## src/rtl/eth_tx_pkg.sv

```systemverilog
// Shared constants for the Ethernet TX arbiter: source indices,
// arbiter FSM encoding and the abort-beat signature.
package eth_tx_pkg;

    localparam int N_SRC = 3;

    localparam logic [1:0] SRC_ARP  = 2'd0;
    localparam logic [1:0] SRC_ICMP = 2'd1;
    localparam logic [1:0] SRC_UDP  = 2'd2;

    typedef enum logic [1:0] {
        IDLE  = 2'd0,
        PASS  = 2'd1,
        ABORT = 2'd2,
        DRAIN = 2'd3
    } arb_state_t;

    localparam logic [7:0] ABORT_TKEEP = 8'h01;
    localparam logic       ABORT_TUSER = 1'b1;

endpackage

```

## src/rtl/axis_reg_slice.sv

```systemverilog
// One-deep registered AXI-Stream stage; accepts a new beat whenever
// the held beat is absent or being taken downstream.
module axis_reg_slice #(
    parameter int DATA_W = 64
) (
    input  logic                clk,
    input  logic                rst,
    input  logic [DATA_W-1:0]   s_tdata,
    input  logic [DATA_W/8-1:0] s_tkeep,
    input  logic                s_tvalid,
    input  logic                s_tlast,
    input  logic                s_tuser,
    output logic                s_tready,
    output logic [DATA_W-1:0]   m_tdata,
    output logic [DATA_W/8-1:0] m_tkeep,
    output logic                m_tvalid,
    output logic                m_tlast,
    output logic                m_tuser,
    input  logic                m_tready
);

    assign s_tready = !m_tvalid || m_tready;

    always_ff @(posedge clk) begin
        if (rst) begin
            m_tdata  <= '0;
            m_tkeep  <= '0;
            m_tvalid <= 1'b0;
            m_tlast  <= 1'b0;
            m_tuser  <= 1'b0;
        end else if (s_tready) begin
            m_tvalid <= s_tvalid;
            if (s_tvalid) begin
                m_tdata <= s_tdata;
                m_tkeep <= s_tkeep;
                m_tlast <= s_tlast;
                m_tuser <= s_tuser;
            end
        end
    end

endmodule

```

## src/rtl/eth_tx_arbiter.sv

```systemverilog
// Frame-level arbiter for ARP/ICMP/UDP onto the MAC TX stream,
// with a mid-frame stall watchdog that aborts and drains the owner.
module eth_tx_arbiter
    import eth_tx_pkg::*;
#(
    parameter int DATA_W         = 64,
    parameter int TIMEOUT_CYCLES = 1024
) (
    input  logic                  tx_axis_aclk,
    input  logic                  tx_axis_areset,
    input  logic [3*DATA_W-1:0]   s_axis_tdata,
    input  logic [3*DATA_W/8-1:0] s_axis_tkeep,
    input  logic [2:0]            s_axis_tvalid,
    input  logic [2:0]            s_axis_tlast,
    input  logic [2:0]            s_axis_tuser,
    output logic [2:0]            s_axis_tready,
    output logic [DATA_W-1:0]     mac_tx_axis_tdata,
    output logic [DATA_W/8-1:0]   mac_tx_axis_tkeep,
    output logic                  mac_tx_axis_tvalid,
    output logic                  mac_tx_axis_tlast,
    output logic                  mac_tx_axis_tuser,
    input  logic                  mac_tx_axis_tready,
    output logic [2:0]            grant,
    output logic [15:0]           abort_cnt
);

    localparam int          KEEP_W  = DATA_W / 8;
    localparam logic [15:0] WD_LAST = 16'(TIMEOUT_CYCLES - 1);

    arb_state_t state, state_nxt;
    logic [2:0]  grant_nxt;
    logic [1:0]  rr_last, rr_last_nxt;
    logic [15:0] wd_cnt, wd_cnt_nxt, abort_cnt_nxt;

    logic [DATA_W-1:0] sel_tdata;
    logic [KEEP_W-1:0] sel_tkeep;
    logic              sel_tvalid, sel_tlast, sel_tuser;
    logic [1:0]        sel_idx;

    logic [DATA_W-1:0] sl_tdata;
    logic [KEEP_W-1:0] sl_tkeep;
    logic              sl_tvalid, sl_tlast, sl_tuser, slice_free;
    logic              pass_fire;

    always_comb begin
        sel_tdata  = '0;
        sel_tkeep  = '0;
        sel_tvalid = 1'b0;
        sel_tlast  = 1'b0;
        sel_tuser  = 1'b0;
        sel_idx    = SRC_ARP;
        for (int i = 0; i < N_SRC; i++) begin
            if (grant[i]) begin
                sel_tdata  = s_axis_tdata[i*DATA_W +: DATA_W];
                sel_tkeep  = s_axis_tkeep[i*KEEP_W +: KEEP_W];
                sel_tvalid = s_axis_tvalid[i];
                sel_tlast  = s_axis_tlast[i];
                sel_tuser  = s_axis_tuser[i];
                sel_idx    = 2'(i);
            end
        end
    end

    assign pass_fire = (state == PASS) && sel_tvalid && slice_free;

    assign s_axis_tready = grant &
        {3{((state == PASS) && slice_free) || (state == DRAIN)}};

    // Only PASS forwards source beats; ABORT injects the error terminator.
    always_comb begin
        sl_tvalid = (state == PASS) && sel_tvalid;
        sl_tdata  = sel_tdata;
        sl_tkeep  = sel_tkeep;
        sl_tlast  = sel_tlast;
        sl_tuser  = sel_tuser;
        if (state == ABORT) begin
            sl_tvalid = 1'b1;
            sl_tdata  = '0;
            sl_tkeep  = KEEP_W'(ABORT_TKEEP);
            sl_tlast  = 1'b1;
            sl_tuser  = ABORT_TUSER;
        end
    end

    always_comb begin
        state_nxt     = state;
        grant_nxt     = grant;
        rr_last_nxt   = rr_last;
        wd_cnt_nxt    = wd_cnt;
        abort_cnt_nxt = abort_cnt;
        unique case (state)
            IDLE: begin
                wd_cnt_nxt = '0;
                if (s_axis_tvalid[SRC_ARP])
                    grant_nxt = 3'b001;
                else if (s_axis_tvalid[SRC_ICMP] && s_axis_tvalid[SRC_UDP])
                    grant_nxt = (rr_last == SRC_ICMP) ? 3'b100 : 3'b010;
                else if (s_axis_tvalid[SRC_ICMP])
                    grant_nxt = 3'b010;
                else if (s_axis_tvalid[SRC_UDP])
                    grant_nxt = 3'b100;
                if (|s_axis_tvalid)
                    state_nxt = PASS;
            end
            PASS: begin
                if (pass_fire) begin
                    wd_cnt_nxt = '0;
                    if (sel_tlast) begin
                        grant_nxt = '0;
                        state_nxt = IDLE;
                        if (sel_idx != SRC_ARP)
                            rr_last_nxt = sel_idx;
                    end
                end else if (!sel_tvalid && slice_free) begin
                    // A stalled MAC is not the source's fault: no count then.
                    if (wd_cnt == WD_LAST) begin
                        wd_cnt_nxt = '0;
                        state_nxt  = ABORT;
                    end else begin
                        wd_cnt_nxt = wd_cnt + 16'd1;
                    end
                end
            end
            ABORT: begin
                if (slice_free) begin
                    state_nxt = DRAIN;
                    if (abort_cnt != 16'hFFFF)
                        abort_cnt_nxt = abort_cnt + 16'd1;
                end
            end
            DRAIN: begin
                if (sel_tvalid && sel_tlast) begin
                    grant_nxt = '0;
                    state_nxt = IDLE;
                end
            end
        endcase
    end

    always_ff @(posedge tx_axis_aclk) begin
        if (tx_axis_areset) begin
            state     <= IDLE;
            grant     <= '0;
            rr_last   <= SRC_UDP;
            wd_cnt    <= '0;
            abort_cnt <= '0;
        end else begin
            state     <= state_nxt;
            grant     <= grant_nxt;
            rr_last   <= rr_last_nxt;
            wd_cnt    <= wd_cnt_nxt;
            abort_cnt <= abort_cnt_nxt;
        end
    end

    axis_reg_slice #(
        .DATA_W(DATA_W)
    ) u_slice (
        .clk      (tx_axis_aclk),
        .rst      (tx_axis_areset),
        .s_tdata  (sl_tdata),
        .s_tkeep  (sl_tkeep),
        .s_tvalid (sl_tvalid),
        .s_tlast  (sl_tlast),
        .s_tuser  (sl_tuser),
        .s_tready (slice_free),
        .m_tdata  (mac_tx_axis_tdata),
        .m_tkeep  (mac_tx_axis_tkeep),
        .m_tvalid (mac_tx_axis_tvalid),
        .m_tlast  (mac_tx_axis_tlast),
        .m_tuser  (mac_tx_axis_tuser),
        .m_tready (mac_tx_axis_tready)
    );

endmodule

```

## config.mk

```make
export PLATFORM = sky130hd
export DESIGN_NAME = eth_tx_arbiter
export DESIGN_NICKNAME = d
export VERILOG_FILES = /design/src/rtl/eth_tx_pkg.sv /design/src/rtl/axis_reg_slice.sv /design/src/rtl/eth_tx_arbiter.sv
export SDC_FILE = /design/constraint.sdc
export NUM_CORES = 1
export LEC_CHECK = 0
export ABC_AREA = 1
export BUFFER_PORTS_ARGS = -buffer_cell sky130_fd_sc_hd__buf_4
export CORE_AREA = 3 3 124 126
export DETAILED_ROUTE_END_ITERATION = 10
export DIE_AREA = 0 0 127 129
export GPL_TIMING_DRIVEN = 1
export HOLD_SLACK_MARGIN = 0.15
export PLACE_DENSITY_LB_ADDON = 0.05
export SLEW_MARGIN = 20
export SYNTH_ARGS = -nofsm -noshare
export SYNTH_HDL_FRONTEND = slang
export SYNTH_SLANG_ARGS = --single-unit
```

## constraint.sdc

```tcl
create_clock -name tx_axis_aclk -period 3 [get_ports tx_axis_aclk]
set_input_delay 0.3 -clock tx_axis_aclk [delete_from_list [all_inputs] [get_ports tx_axis_aclk]]
set_output_delay 0.3 -clock tx_axis_aclk [all_outputs]
set_load 0.02 [all_outputs]
```

After elaboration in Yosys (flattened, before gate mapping):

Cells that the tools add are included.

* register bits: 114
* output and inout bits: 97

* add/subtract/negate cells: 2
* eq/ne operators: 15
* multiplexer cells: 43
* bitwise gates (word level): 1
* reduce and logical (&&, ||, !) cells: 21

Operator list (number)
* 2-to-1 mux 64 bit: 4
* 2-to-1 mux 16 bit: 3
* adder 16 x 1 -> 16 bit, second input constant: 2
* 2-to-1 mux 8 bit: 4
* case mux 16 bit (2 select lines): 1
* 2-to-1 mux 3 bit: 8
* == test 16 x 10 -> 1 bit, second input constant: 1
* 2-to-1 mux 2 bit: 8
* inequality test 16 bit, second input constant: 1
* 2-to-1 mux 1 bit: 13
* case mux 3 bit (3 select lines): 1
* inequality test 2 bit, second input constant: 4
* case mux 2 bit (4 select lines): 1
* logical AND 1 bit: 6
* inequality test 3 x 2 -> 1 bit, second input constant: 2
* AND reduction 6 bit: 1
* inequality test 5 bit, second input constant: 1
* AND reduction 5 bit: 1
* == test 2 x 1 -> 1 bit, second input constant: 2
* == test 2 bit, second input constant: 2
* AND reduction 2 bit: 2
* AND reduction 4 bit: 1
* nonzero test 2 bit: 2
* bitwise AND 3 bit: 1
* other kinds (8): 10

Logic depth before layout (Yosys ltp):

* depth after elaboration: 8
* depth in mapped cells: 12

By module:

Synthesis repeated with hierarchy kept, for this count alone.

* cell total of the unflattened synthesis: 1163
* area total of the unflattened synthesis: 7190.6 um^2

By module, submodules not included
* eth_tx_arbiter: times used 1, cells an instance 672, area an instance 3764.9 um^2, sequential area each 780.7 um^2
* axis_reg_slice: times used 1, cells an instance 491, area an instance 3425.8 um^2, sequential area each 1501.4 um^2

Least setup slack after synthesis:

OpenSTA, ideal clock, no wires.

* path kind: register to output
* start point: register grant[0]
* end point: output port s_axis_tready[0]
* arrival: 1.358 ns
* required time: 2.700 ns
* setup slack: 1.342 ns
* cell stages (with the launch flop): 5
* path through: dfxtp_1 > buf_2 > buf_1 > inv_1 > nor2_1

* word-level cells in the longest chain between the ends: 1

Ends and longest elaborated chain
* start, declared: RTL line eth_tx_arbiter.sv:23 `output logic [2:0] grant,`
* start signal, assigned: RTL line eth_tx_arbiter.sv:149 `grant <= grant_nxt;`
* bitwise AND 3 bit: RTL line eth_tx_arbiter.sv:66 `assign s_axis_tready = grant &`
* end, declared: RTL line eth_tx_arbiter.sv:16 `output logic [2:0] s_axis_tready,`

Every way passes these cells.

Final worst setup path:

* start point: register grant[2]
* end point: register u_slice.m_tdata[1]

* word-level cells in the longest chain between the ends: 4
* elaborated cells on any way between the ends: 6
* those cells by class: mux (4); reduce/logical (2)

Ends and longest elaborated chain
* 2-to-1 mux 1 bit: RTL line eth_tx_arbiter.sv:53 `if (grant[i]) begin`
* logical AND 1 bit: RTL line eth_tx_arbiter.sv:71 `sl_tvalid = (state == PASS) && sel_tvalid;`
* 2-to-1 mux 1 bit: RTL line eth_tx_arbiter.sv:76 `if (state == ABORT) begin`
* AND reduction 2 bit (no line)
* end signal, assigned: RTL line axis_reg_slice.sv:34 `m_tdata <= s_tdata;`
* end, declared: RTL line axis_reg_slice.sv:14 `output logic [DATA_W-1:0] m_tdata,`

Parallel ways exist; a longest one is shown, timed or not.
A chain may end at the register's enable or synchronous reset.

==> impl_metrics.yaml <==
logic_synthesis:
  ys_async_sr_fraction: 0
  yosysTopAreaCell: "dfxtp_1"
  synth_area_per_cell_um2: 6.29
  ys_seq_elements: 114
  synthTopCellsByArea: "dfxtp_1 36%, nand2_1 21%, nand3_1 15%, a21oi_1 7.0%, nor2_1 3.6%"
  ys_types: 34
  synth.most_common_cell: "nand2_1"
  synth_area_um2: 6310
  synth_warnings: 0
  synth_common_cells: "352 x nand2_1, 186 x nand3_1, 114 x dfxtp_1, 88 x a21oi_1, 60 x nor2_1"
  synthCells: 1004
  syn-num-nets: 1234
  ys.flop_type: "dfxtp_1"
  synth_edf_count: 0
  synth_top_area_frac: 0.361
  synth-seq-area-share: 0.361
floorplan:
  num_io_pins: 325
  num_rows: 44
  fp.coreArea_um2: 14400
  die_h_um: 129
  die_area_um2: 16400
  start_util: 0.438
  fp.dieW_um: 127
detailed_routing:
  viasPerCell: 5.21
  num_vias: 7750
  drt-wirelength-per-cell_um: 16.3
  drtIter0Drc: 431
  drt_wl_total_um: 24200
  dr.pass1.iters: 5
  drtAntennaViolNets: 0
  drc: 0
cells_and_area:
  fin_nets: 1522
  insertedDiodeCount: 0
  final_util: 0.645
  syn2layout_area_growth_pct: 47.3
  n_fill_cell: 1405
  stdcell_count: 1487
  post-route-cell-area_um2: 9300
  drive_gt1_frac: 0.298
power_and_ir_drop:
  p_leak_uw: 0.00419
  power_uw: 6870
  p_per_area_nw_per_um2: 739
  ir_worst_vdd_mv: 0.550
cts:
  holdBufCountCts: 0
  clockBufferDepth: 2
  root_buffer: "clkbuf_16"
  cts_tree: "done"
  post_cts_resized: 0
  htreeDepth: 4
  cts.clk_slew.worst_paths_ns: 0.05
  post-cts-setup-buffers: 0
  clock-sinks: 114
  clk_latency_ns: 0.42
  cts_inserted_buffers: 17
critical_path:
  cp_cell_sequence: "nand2_1 -> nand2_1 -> nor2_1 -> nand2_1 -> o21ai_2 -> inv_2 -> buf_4 -> nand2_1 -> a21oi_1"
  worstSetupStartpointType: "flip-flop"
  crit_type: "reg2reg"
  cpMaxStageDelayCell: "buf_4"
  path_common_cell: "nand2_1"
  max_stage_delay_ns: 0.56
  crit_path_end_kind: "flip-flop"
  critical_path.top_delay_family: "buffers and inverters"
  cp.arrival_ns: 2.58
  cp_num_buf_inv: 2
  cp_max_fo: 57
  crit_required_ns: 3.33
global_route:
  grt_use_total: 0.281
  grt_max_degree: 84
  antenna_found_initial: 0
  overflow: 0
  grt_pass1_vias: 6924
  grt_first_pass_wirelength_um: 36700
sta:
  fin_crit_sh: 0.747
  tightestPinTransition_ns: 0.940
  clock_skew_ns: 0.00777
  hold_violations: 0
  tns_ns: 0
  fmax_mhz: 446
  finalSetupViolCount: 0
  maxSlewViolCount: 0
  slew_headroom: 0.373
  grt_setup_unrepaired: "no"
  fin_crit_ns: 2.24
min_path:
  hold_path.class: "in2reg"
place:
  dp_hpwl_um: 17400
  post_dp_cell_area_um2: 8750
  gp_congestion: 0.924
  dp_cells: 1457
  io_buffers: 324
flow_run:
  max_cap_violations: 0
run_status:
  outcome: "complete, no violations"
-- cells in the final DEF (no fill, tap or decap), drive strengths merged --
cell	n
a21oi	89
a221oi	2
a31oi	3
and2	1
buf	334
bufinv	1
clkbuf	24
clkinv	5
dfxtp	114
ha	2
inv	51
nand2	357
nand3	186
nand3b	3
nand4	8
nor2	66
nor3	15
nor3b	4
o211ai	1
o21a	1
o21ai	23
o22ai	1
or2	2
xnor2	4
xor2	6
-- path summary, 6_finish.rpt --
check / start / end / slack [ns] / cells after the start
worst min-delay path: s_axis_tkeep[8] / u_slice.m_tkeep[0] / 0.21 / 3
worst max register to register: grant[2] / u_slice.m_tdata[1] / 0.76 / 9
worst min register to register: u_slice.m_tdata[34] / u_slice.m_tdata[34] / 0.46 / 2
worst max-delay path: grant[2] / u_slice.m_tdata[1] / 0.76 / 9
-- through the flow --
stage | hold slack [ns] | setup WS [ns]
final | 0.210 | 0.758
after floorplan | 0.441 | 1.34
after detailed placement | 0.455 | 0.823
after global routing | 0.216 | 0.601
after global placement | 0.448 | 0.885
after CTS | 0.200 | 0.792
-- registers in the layout, summed over array words and instances (netlist names), named ones only --
name and flops:
abort_cnt 16, grant 3, rr_last 2, state 1, u_slice.m_tdata 64, u_slice.m_tkeep 8
u_slice.m_tlast 1, u_slice.m_tuser 1, u_slice.m_tvalid 1, wd_cnt 16
-- metal layers --
layer / wire length (um) / part of all wire / track usage / up-vias
met1: 9860 / 0.41 / 0.351 / 3521
li1: - / - / - / 3868
met3: 1890 / 0.078 / 0.0863 / 44
met2: 11800 / 0.49 / 0.471 / 317
met4: 586 / 0.024 / 0.0814 / 0
met5: 0 / 0 / 0 / -
-- where the power goes --
| part | switching, uW | internal, uW | leakage [uW] | total, uW |
|---|---|---|---|---|
| sequential | 155 | 1690 | 0.000922 | 1850 |
| combinational | 2090 | 1050 | 0.00299 | 3130 |
| clock | 687 | 1210 | 0.000275 | 1890 |
| total | 2930 | 3950 | 0.00419 | 6870 |
-- tightest hold or removal path: stages --
cell      delay (ns)
buf_4           0.08
a221oi_1        0.06
a31oi_1         0.15
-- cells by family after synthesis --
group	count (synthesis)	share of synthesized area
adders and majority gates	2	0.00396
AOI/OAI and AO/OA	120	0.100
and+or+nand+nor	642	0.438
DFF	114	0.361
buffers and inverters	116	0.0822
xor gates and xnor gates	10	0.0139
-- layout make-up --
type	instances	area (um^2)	share of cell area
clock buffer	24	492	0.0529
tap	184	230	0.0248
sequential	114	2280	0.246
multi-input combinational	774	3530	0.379
timing repair buffer	334	2520	0.271
inverter	51	191	0.0206
clock inverter	6	55.1	0.00592
Power figures use the tool's default switching activity.
